===== src/rtl/vend_pkg.sv =====
// Shared vending definitions: money width, coin encodings and denominations,
// and the change_dispenser state enumeration.
package vend_pkg;

  localparam int MONEY_W = 10;

  localparam logic [MONEY_W-1:0] NICKEL_C  = 10'd5;
  localparam logic [MONEY_W-1:0] DIME_C    = 10'd10;
  localparam logic [MONEY_W-1:0] QUARTER_C = 10'd25;
  localparam logic [MONEY_W-1:0] DOLLAR_C  = 10'd100;

  typedef enum logic [1:0] {
    COIN_NICKEL  = 2'd0,
    COIN_DIME    = 2'd1,
    COIN_QUARTER = 2'd2,
    COIN_DOLLAR  = 2'd3
  } coin_t;

  typedef enum logic [1:0] {
    ST_IDLE   = 2'd0,
    ST_SELECT = 2'd1,
    ST_EJECT  = 2'd2,
    ST_DONE   = 2'd3
  } state_t;

  // Face value in cents of a coin type.
  function automatic logic [MONEY_W-1:0] coin_value(input coin_t c);
    case (c)
      COIN_DIME:    coin_value = DIME_C;
      COIN_QUARTER: coin_value = QUARTER_C;
      COIN_DOLLAR:  coin_value = DOLLAR_C;
      default:      coin_value = NICKEL_C;
    endcase
  endfunction

endpackage


===== src/rtl/coin_select.sv =====
// Greedy coin chooser: largest enabled denomination not exceeding the
// amount still owed. The dollar compare exists only when DOLLAR_COIN_EN
// is defined.
module coin_select
  import vend_pkg::*;
(
  input  logic [MONEY_W-1:0] remaining,
  output coin_t              coinType,
  output logic [MONEY_W-1:0] coinValue
);

  // Compare chain from the largest coin down; nickel is the fallback.
  always_comb begin
    coinType = COIN_NICKEL;
`ifdef DOLLAR_COIN_EN
    if (remaining >= DOLLAR_C)
      coinType = COIN_DOLLAR;
    else
`endif
    if (remaining >= QUARTER_C)
      coinType = COIN_QUARTER;
    else if (remaining >= DIME_C)
      coinType = COIN_DIME;
    coinValue = coin_value(coinType);
  end

endmodule


===== src/rtl/change_dispenser.sv =====
// Change dispenser: pays a change amount as a greedy sequence of coins,
// one coin per ejector handshake. Optional dollar coin via DOLLAR_COIN_EN.
//
// Ejector handshake: coinEject is the valid, coinAck the ready. A coin is
// transferred in any cycle where both are high; until then coinEject and
// coinType stay constant, and coinAck is ignored when coinEject is low.
module change_dispenser
  import vend_pkg::*;
#(
  parameter int CNT_W = 8
) (
  input  logic               clock,
  input  logic               reset,
  input  logic [MONEY_W-1:0] changeIn,
  input  logic               changeValid,
  input  logic               coinAck,
  output logic               coinEject,
  output logic [1:0]         coinType,
  output logic [MONEY_W-1:0] remaining,
  output logic [CNT_W-1:0]   coinCount,
  output logic               busy,
  output logic               done,
  output logic               error,
  output state_t             debugState
);

  state_t             state;
  state_t             nextState;
  logic [MONEY_W-1:0] remainingR;
  logic [CNT_W-1:0]   countR;
  coin_t              typeR;
  logic [MONEY_W-1:0] valueR;
  logic               errorR;
  coin_t              selType;
  logic [MONEY_W-1:0] selValue;
  logic [MONEY_W-1:0] changeMod;
  logic               isMult5;
  logic               accept;

  coin_select u_coin_select (
    .remaining (remainingR),
    .coinType  (selType),
    .coinValue (selValue)
  );

  assign changeMod = changeIn % NICKEL_C;
  assign isMult5   = (changeMod == '0);
  assign accept    = changeValid && (state == ST_IDLE) && isMult5;

  // State register.
  always_ff @(posedge clock) begin
    if (reset) state <= ST_IDLE;
    else       state <= nextState;
  end

  // Next-state logic.
  always_comb begin
    nextState = state;
    case (state)
      ST_IDLE:   if (accept) nextState = (changeIn == '0) ? ST_DONE : ST_SELECT;
      ST_SELECT: nextState = ST_EJECT;
      ST_EJECT:  if (coinAck) nextState = (remainingR == valueR) ? ST_DONE : ST_SELECT;
      ST_DONE:   nextState = ST_IDLE;
      default:   nextState = ST_IDLE;
    endcase
  end

  // Datapath: amount owed, coin counter, latched coin choice, reject pulse.
  always_ff @(posedge clock) begin
    if (reset) begin
      remainingR <= '0;
      countR     <= '0;
      typeR      <= COIN_NICKEL;
      valueR     <= '0;
      errorR     <= 1'b0;
    end else begin
      errorR <= changeValid && ((state != ST_IDLE) || !isMult5);
      case (state)
        ST_IDLE: begin
          if (accept) begin
            remainingR <= changeIn;
            countR     <= '0;
          end
        end
        ST_SELECT: begin
          typeR  <= selType;
          valueR <= selValue;
        end
        ST_EJECT: begin
          if (coinAck) begin
            // Chosen coin never exceeds remainingR, so no underflow.
            remainingR <= remainingR - valueR;
            if (countR != '1) countR <= countR + 1'b1;
          end
        end
        default: ;
      endcase
    end
  end

  // Outputs decoded from state and datapath registers.
  always_comb begin
    coinEject  = (state == ST_EJECT);
    busy       = (state != ST_IDLE);
    done       = (state == ST_DONE);
    coinType   = typeR;
    remaining  = remainingR;
    coinCount  = countR;
    error      = errorR;
    debugState = state;
  end

endmodule


===== config.mk =====
export PLATFORM = sky130hd
export DESIGN_NAME = change_dispenser
export DESIGN_NICKNAME = d
export VERILOG_FILES = /design/src/rtl/vend_pkg.sv /design/src/rtl/coin_select.sv /design/src/rtl/change_dispenser.sv
export SDC_FILE = /design/constraint.sdc
export NUM_CORES = 1
export LEC_CHECK = 0
export CAP_MARGIN = 10
export CORE_ASPECT_RATIO = 1.4
export CORE_MARGIN = 5
export CORE_UTILIZATION = 55
export CTS_CLUSTER_DIAMETER = 150
export CTS_CLUSTER_SIZE = 30
export DETAILED_ROUTE_END_ITERATION = 12
export PLACE_DENSITY_LB_ADDON = 0.15
export SYNTH_ARGS = -nofsm -noshare
export SYNTH_HDL_FRONTEND = slang
export SYNTH_SLANG_ARGS = --single-unit

===== constraint.sdc =====
create_clock -name clock -period 7.2 [get_ports clock]
set_clock_uncertainty 0.2 [all_clocks]
set_input_delay 1.44 -clock clock [delete_from_list [all_inputs] [get_ports clock]]
set_output_delay 1.44 -clock clock [all_outputs]
set_load 0.01 [all_outputs]

==> metrics.cfg, run 1 <==
[clocking]
clk_latency_ps=280
cts.repair.resized=0
postCtsSetupBuffers=0
ctsHoldBuffers=0
cts_tree=yes
cts_htree_levels=1
clockBufferDepth=2
cts_made_buffers=3
cts_sinks=27
clockRootBuffer=clkbuf_8
clkTransAtPathRegs_ps=110

[outcome]
status=completed

[route]
drc=0
wirelength_um=7360
drt_iter0_markers=329
wl_per_cell_um=16.8
via_per_inst=6.38
antenna_left=0
dr.pass1.iters=5
vias=2786

[floorplanning]
die_w_um=68.9
io_pins=40
rows=30
initial_core_util_pct=56.0
core_area_um2=4770
dieArea_um2=6370
die_h_um=92.4

[timing]
max_freq_mhz=153
fin_crit_sh_pct=91.0
hold_viol=0
setup_viol_count_final=0
finalSetupTns_ps=0
rsz0062_at_grt=false
tightest_slew_ps=735
slew_headroom_pct=50.9
slew_viol_final=0
fin_crit_ps=6550

[worst_setup_path]
worstSetupPathType=in2reg
worstPathArrival_ps=6540
worstPathCellList=clkdlybuf4s50_1, nor4bb_1, a311oi_2, a32oi_1, nor2_1, a21oi_1, and3_1, ha_1, inv_1, a31oi_1, o32a_1, o221ai_1, o21ai_0, o21ai_0, ha_1, nand2_1, a21oi_2, o2111ai_2, a21oi_1, mux2_2
worst_setup_path_end_kind=register
crit_fanout=17
critical_path.max_stage_delay_ps=830
critPathRequiredTime_ps=7190
r2r-start=valueR[1]
cpMaxStageDelayCell=clkdlybuf4s50_1
r2r_slack_ps=4310
cp-start-kind=input port
cp-startpoint=changeIn[9]

[synthesis]
yosys_warnings=0
avgSynthCellArea_um2=7.63
syn_nets=376
synth_cells=350
synth_area_um2=2670
async_reset_ff_share_pct=0
synth_cell_types=77
synth_seq_cells=27
synth.yosys.seq_area_share_pct=20.2
synth_edf_count=0
ys.flop_type=dfxtp_1

[global_routing]
grt_pass1_wl_um=12400
gr-total-overflow=0
antenna_found_initial=0
grtUsageTotal_pct=24.0
grt_max_degree=21
grt_pass1_vias=2727

[final_layout]
fillers=458
final_nets=400
seq_area_um2=541
syn2layout_area_growth_pct=15.3
antennaDiodeCount=0
final_util_pct=64.6
multi_input_area_um2=1910
drive_above_1_share_pct=8.85

[placed_design]
gp_congestion=0.894
io_buffers=39
dp_hpwl_um=5510

[worst_hold_path]
hold_path.class=reg2reg
min-delay-start=valueR[3]

[power_and_ir_drop]
ir_drop_uv=143
power-per-cell-area_nw_per_um2=188
power_leakage_nw=1.14

[job]
drv_cap=0

## worst paths after layout
| kind | end | depth (start not counted) |
|---|---|---|
| worst max register to register | remaining[7] | 13 |
| worst min register to register | valueR[3] | 2 |
| worst max-delay path | coinCount[5] | 20 |
| worst min-delay path | valueR[3] | 2 |
## metrics by stage
stage	cells	power [W]	hold slack [ps]	area, um^2	worst slack [ps]
2_1_floorplan	350	0.000400	244	2670	1610
3_3_place_gp	433	0.000484	269	3030	533
3_5_place_dp	433	0.000485	270	3030	448
4_1_cts	437	0.000576	287	3080	697
5_1_grt	437	0.000622	317	3080	148
6_report	437	0.000580	288	3080	647
## layer usage
layer	GRT usage [%]	share of wire [%]
met1	29.8	42
met2	41.6	52
met3	2.43	4.0
met4	8.29	2.2
met5	0	0
## state kept, by name (all words and copies together) (netlist names)
register / cells
remaining: 10
valueR: 6
coinCount: 8
error: 1
debugState: 2
## synth_stat cells (6+ instances only)
master,number,area (um^2)
clkbuf_1,8,30.0
nand4_1,8,50.1
dfxtp_1,27,541
nand3_1,11,55.1
xor2_1,8,70.1
and3_1,7,43.8
ha_1,11,138
a211oi_1,7,52.6
nand2_1,28,105
nor2_1,27,101
nor2b_1,6,37.5
a21oi_1,17,85.1
nand2b_1,8,50.1
buf_2,7,35.0
inv_1,21,78.8
nor3_1,17,85.1
o21ai_0,16,80.1
## final cells by class
cell class / instances / share of cell area (%)
multi-input combinational: 277 / 61.9
sequential: 27 / 17.6
timing repair buffer: 43 / 13.7
inverter: 22 / 2.68
tap: 64 / 2.60
clock buffer: 3 / 1.34
clock inverter: 1 / 0.244
## layout by cell type (no fill, tap or decap), drive strengths merged, types with 6 or more instances in the layout
| master | count |
|---|---|
| a211oi | 7 |
| a21oi | 20 |
| and3 | 7 |
| clkdlybuf4s50 | 39 |
| dfxtp | 27 |
| ha | 11 |
| inv | 21 |
| mux2 | 6 |
| nand2 | 28 |
| nand2b | 8 |
| nand3 | 11 |
| nand4 | 8 |
| nor2 | 28 |
| nor2b | 6 |
| nor3 | 18 |
| o21ai | 18 |
| xor2 | 8 |
## cells by family (layout without fill, tap and decap cells)
family	count (synthesis)	in the layout	share of synthesized area, %
muxes	9	9	3.94
DFF	27	27	20.2
AOI/OAI and AO/OA	97	97	27.4
xor gates and xnor gates	12	12	3.94
and+or+nand+nor	147	147	30.3
buffers and inverters	46	69	8.34
adders and majority gates	12	12	5.90
## critical path: cells and delay by family
family	cells	cell delay (ps)
adders and majority gates	2	630
muxes	1	350
buffers and inverters	2	950
and+or+nand+nor	4	940
AOI/OAI and AO/OA	11	2240
## power by group
group	total, W	switching [W]	internal, W	leakage (nW)
registers	0.000184	0.0000197	0.000164	0.219
logic	0.000303	0.000168	0.000135	0.895
clock network	0.0000930	0.0000535	0.0000395	0.0217
total	0.000580	0.000241	0.000339	1.14
Power figures use the tool's default switching activity.
==> inputs of run 2 (changes only) <==
--- a/config.mk
+++ b/config.mk
@@ -7,12 +7,12 @@
 export LEC_CHECK = 0
 export CAP_MARGIN = 10
 export CORE_ASPECT_RATIO = 1.4
-export CORE_MARGIN = 5
 export CORE_UTILIZATION = 55
 export CTS_CLUSTER_DIAMETER = 150
 export CTS_CLUSTER_SIZE = 30
 export DETAILED_ROUTE_END_ITERATION = 12
 export PLACE_DENSITY_LB_ADDON = 0.15
+export SKIP_CTS_REPAIR_TIMING = 1
 export SYNTH_ARGS = -nofsm -noshare
 export SYNTH_HDL_FRONTEND = slang
 export SYNTH_SLANG_ARGS = --single-unit
==> metrics.cfg, run 2 (synthesized netlist as in run 1, its figures left out) <==
[worst_setup_path]
worstSetupPathType=in2reg  ; unchanged
critical_path.max_stage_delay_ps=760  ; was 830 ps
crit_fanout=15  ; was 17
worstPathArrival_ps=6650  ; was 6540 ps
worstPathCellList=clkdlybuf4s50_1, inv_1, o21a_1, nor4_1, nor2_1, a21oi_1, and3_1, ha_1, nand2_1, a31oi_1, o221ai_1, o21ai_0, o21ai_0, ha_1, nand2_1, a21oi_2, o2111ai_2, a21oi_1, mux2i_1  ; was clkdlybuf4s50_1, nor4bb_1, a311oi_2, a32oi_1, nor2_1, a21oi_1, and3_1, ha_1, inv_1, a31oi_1, o32a_1, o221ai_1, o21ai_0, o21ai_0, ha_1, nand2_1, a21oi_2, o2111ai_2, a21oi_1, mux2_2
critPathRequiredTime_ps=7210  ; was 7190 ps
cp-start-kind=input port  ; unchanged
worst_setup_path_end_kind=register  ; unchanged
cpMaxStageDelayCell=clkdlybuf4s50_1  ; unchanged

[floorplanning]
rows=29  ; was 30
initial_core_util_pct=57.9  ; was 56.0%
dieArea_um2=5140  ; was 6370 um^2
die_w_um=60.9  ; was 68.9 um
die_h_um=84.4  ; was 92.4 um
io_pins=40  ; unchanged
core_area_um2=4610  ; was 4770 um^2

[clocking]
cts_tree=yes  ; unchanged
clk_latency_ps=270  ; was 280 ps
clockRootBuffer=clkbuf_8  ; unchanged
cts_made_buffers=3  ; unchanged
clkTransAtPathRegs_ps=100  ; was 110 ps
clockBufferDepth=2  ; unchanged
cts_sinks=27  ; unchanged
cts_htree_levels=1  ; unchanged

[global_routing]
gr-total-overflow=0  ; unchanged
grt_pass1_wl_um=11900  ; was 12,400 um
grt_pass1_vias=2644  ; was 2,727
antenna_found_initial=0  ; unchanged
grt_max_degree=21  ; unchanged
grtUsageTotal_pct=29.7  ; was 24.0%

[job]
drv_cap=0  ; unchanged

[worst_hold_path]
hold_path.class=reg2reg  ; unchanged

[route]
via_per_inst=6.38  ; about the same
vias=2777  ; was 2,786
wl_per_cell_um=16.9  ; was 16.8 um
wirelength_um=7340  ; was 7360 um
drc=0  ; unchanged
dr.pass1.iters=8  ; was 5
drt_iter0_markers=268  ; was 329
antenna_left=0  ; unchanged

[final_layout]
drive_above_1_share_pct=8.85  ; unchanged
largest_reg_flops=10  ; unchanged
final_util_pct=66.7  ; was 64.6%
final_common_cell=clkdlybuf4s50_1  ; unchanged
final_cell_mix=clkdlybuf4s50_1 (39), nand2_1 (28), nor2_1 (27), dfxtp_1 (27), inv_1 (21)  ; unchanged
antennaDiodeCount=0  ; unchanged
final_nets=400  ; unchanged
syn2layout_area_growth_pct=15.1  ; was 15.3%

[power_and_ir_drop]
power_leakage_nw=1.14  ; about the same
fin_total_pwr_w=0.000578  ; was 0.000580 W
ir_drop_uv=174  ; was 143 uV
seqPwrFrac_pct=31.7  ; about the same
p_clk_share_pct=15.2  ; was 16.0%
internal-power_w=0.000338  ; was 0.000339 W
combPwrFrac_pct=53.1  ; was 52.2%
power.switching_w=0.000240  ; was 0.000241 W
switching_share_pct=41.4  ; was 41.6%
power-per-cell-area_nw_per_um2=188  ; about the same

[timing]
slew_headroom_pct=51.8  ; was 50.9%
finalSetupTns_ps=0  ; unchanged
fin_crit_sh_pct=92.2  ; was 91.0%
setup_viol_count_final=0  ; unchanged
tightest_slew_ps=720  ; was 735 ps
fin_crit_ps=6640  ; was 6550 ps
hold_viol=0  ; unchanged
max_freq_mhz=151  ; was 153 MHz
slew_viol_final=0  ; unchanged
rsz0062_at_grt=false  ; unchanged

[placed_design]
dp_hpwl_um=5580  ; was 5510 um
io_buffers=39  ; unchanged
gp_congestion=1.03  ; was 0.894

[outcome]
status=completed  ; unchanged

## run 2: cell count changes in the layout (fill, tap and decap cells not counted)
| cell | before | now |
|---|---|---|
| clkinv_2 | 0 | 1 |
| clkinvlp_4 | 1 | 0 |
## run 2: path summary, 6_finish.rpt
kind                            depth (start not counted)  slack [ps]         from            to
worst min register to register                          2         300    valueR[5]     valueR[5]
worst max-delay path                                   19         560  changeIn[7]  coinCount[0]
worst max register to register                         13        4210    valueR[1]  remaining[7]
worst min-delay path                                    2         300    valueR[5]     valueR[5]
## run 2: area by class of cell
| class | instances | area (um^2) |
|---|---|---|
| clock buffer | 3 | 41.3 |
| clock inverter | 1 | 5.00 |
| fill | 435 | 1530 |
| inverter | 22 | 82.6 |
| multi-input combinational | 277 | 1910 |
| sequential | 27 | 541 |
| tap | 62 | 77.6 |
| timing repair buffer | 43 | 420 |
## run 2: through the flow
step	area [um^2]	setup WS, ps	hold WS, ps	cells
5_1_grt	3070	2.33	328	435
3_5_place_dp	3030	361	284	431
3_3_place_gp	3030	511	266	431
4_1_cts	3070	649	300	435
6_report	3070	565	300	435
2_1_floorplan	2670	1610	244	350
## run 2: metal layers
| layer | wire [um] | vias up | global-route usage [%] |
|---|---|---|---|
| met5 | 0 | - | 0 |
| met2 | 3810 | 104 | 51.9 |
| met3 | 325 | 24 | 1.39 |
| met1 | 2970 | 1296 | 36.2 |
| met4 | 230 | 0 | 13.0 |
| li1 | - | 1353 | - |
## run 2: worst max-delay path: cells and delay by family
kind | cells | cell delay, ps
compound gates | 9 | 2300
buf+inv | 2 | 930
mux | 1 | 210
simple gates | 5 | 1150
fa+ha+maj | 2 | 610
## run 2: power by group through the flow
stage	combinational [W]	clock, W	sequential [W]
6_report	0.000307	0.0000877	0.000183
5_1_grt	0.000335	0.0000954	0.000185
4_1_cts	0.000303	0.0000906	0.000183
3_5_place_dp	0.000301	0	0.000186
3_3_place_gp	0.000297	0	0.000186
2_1_floorplan	0.000213	0	0.000187
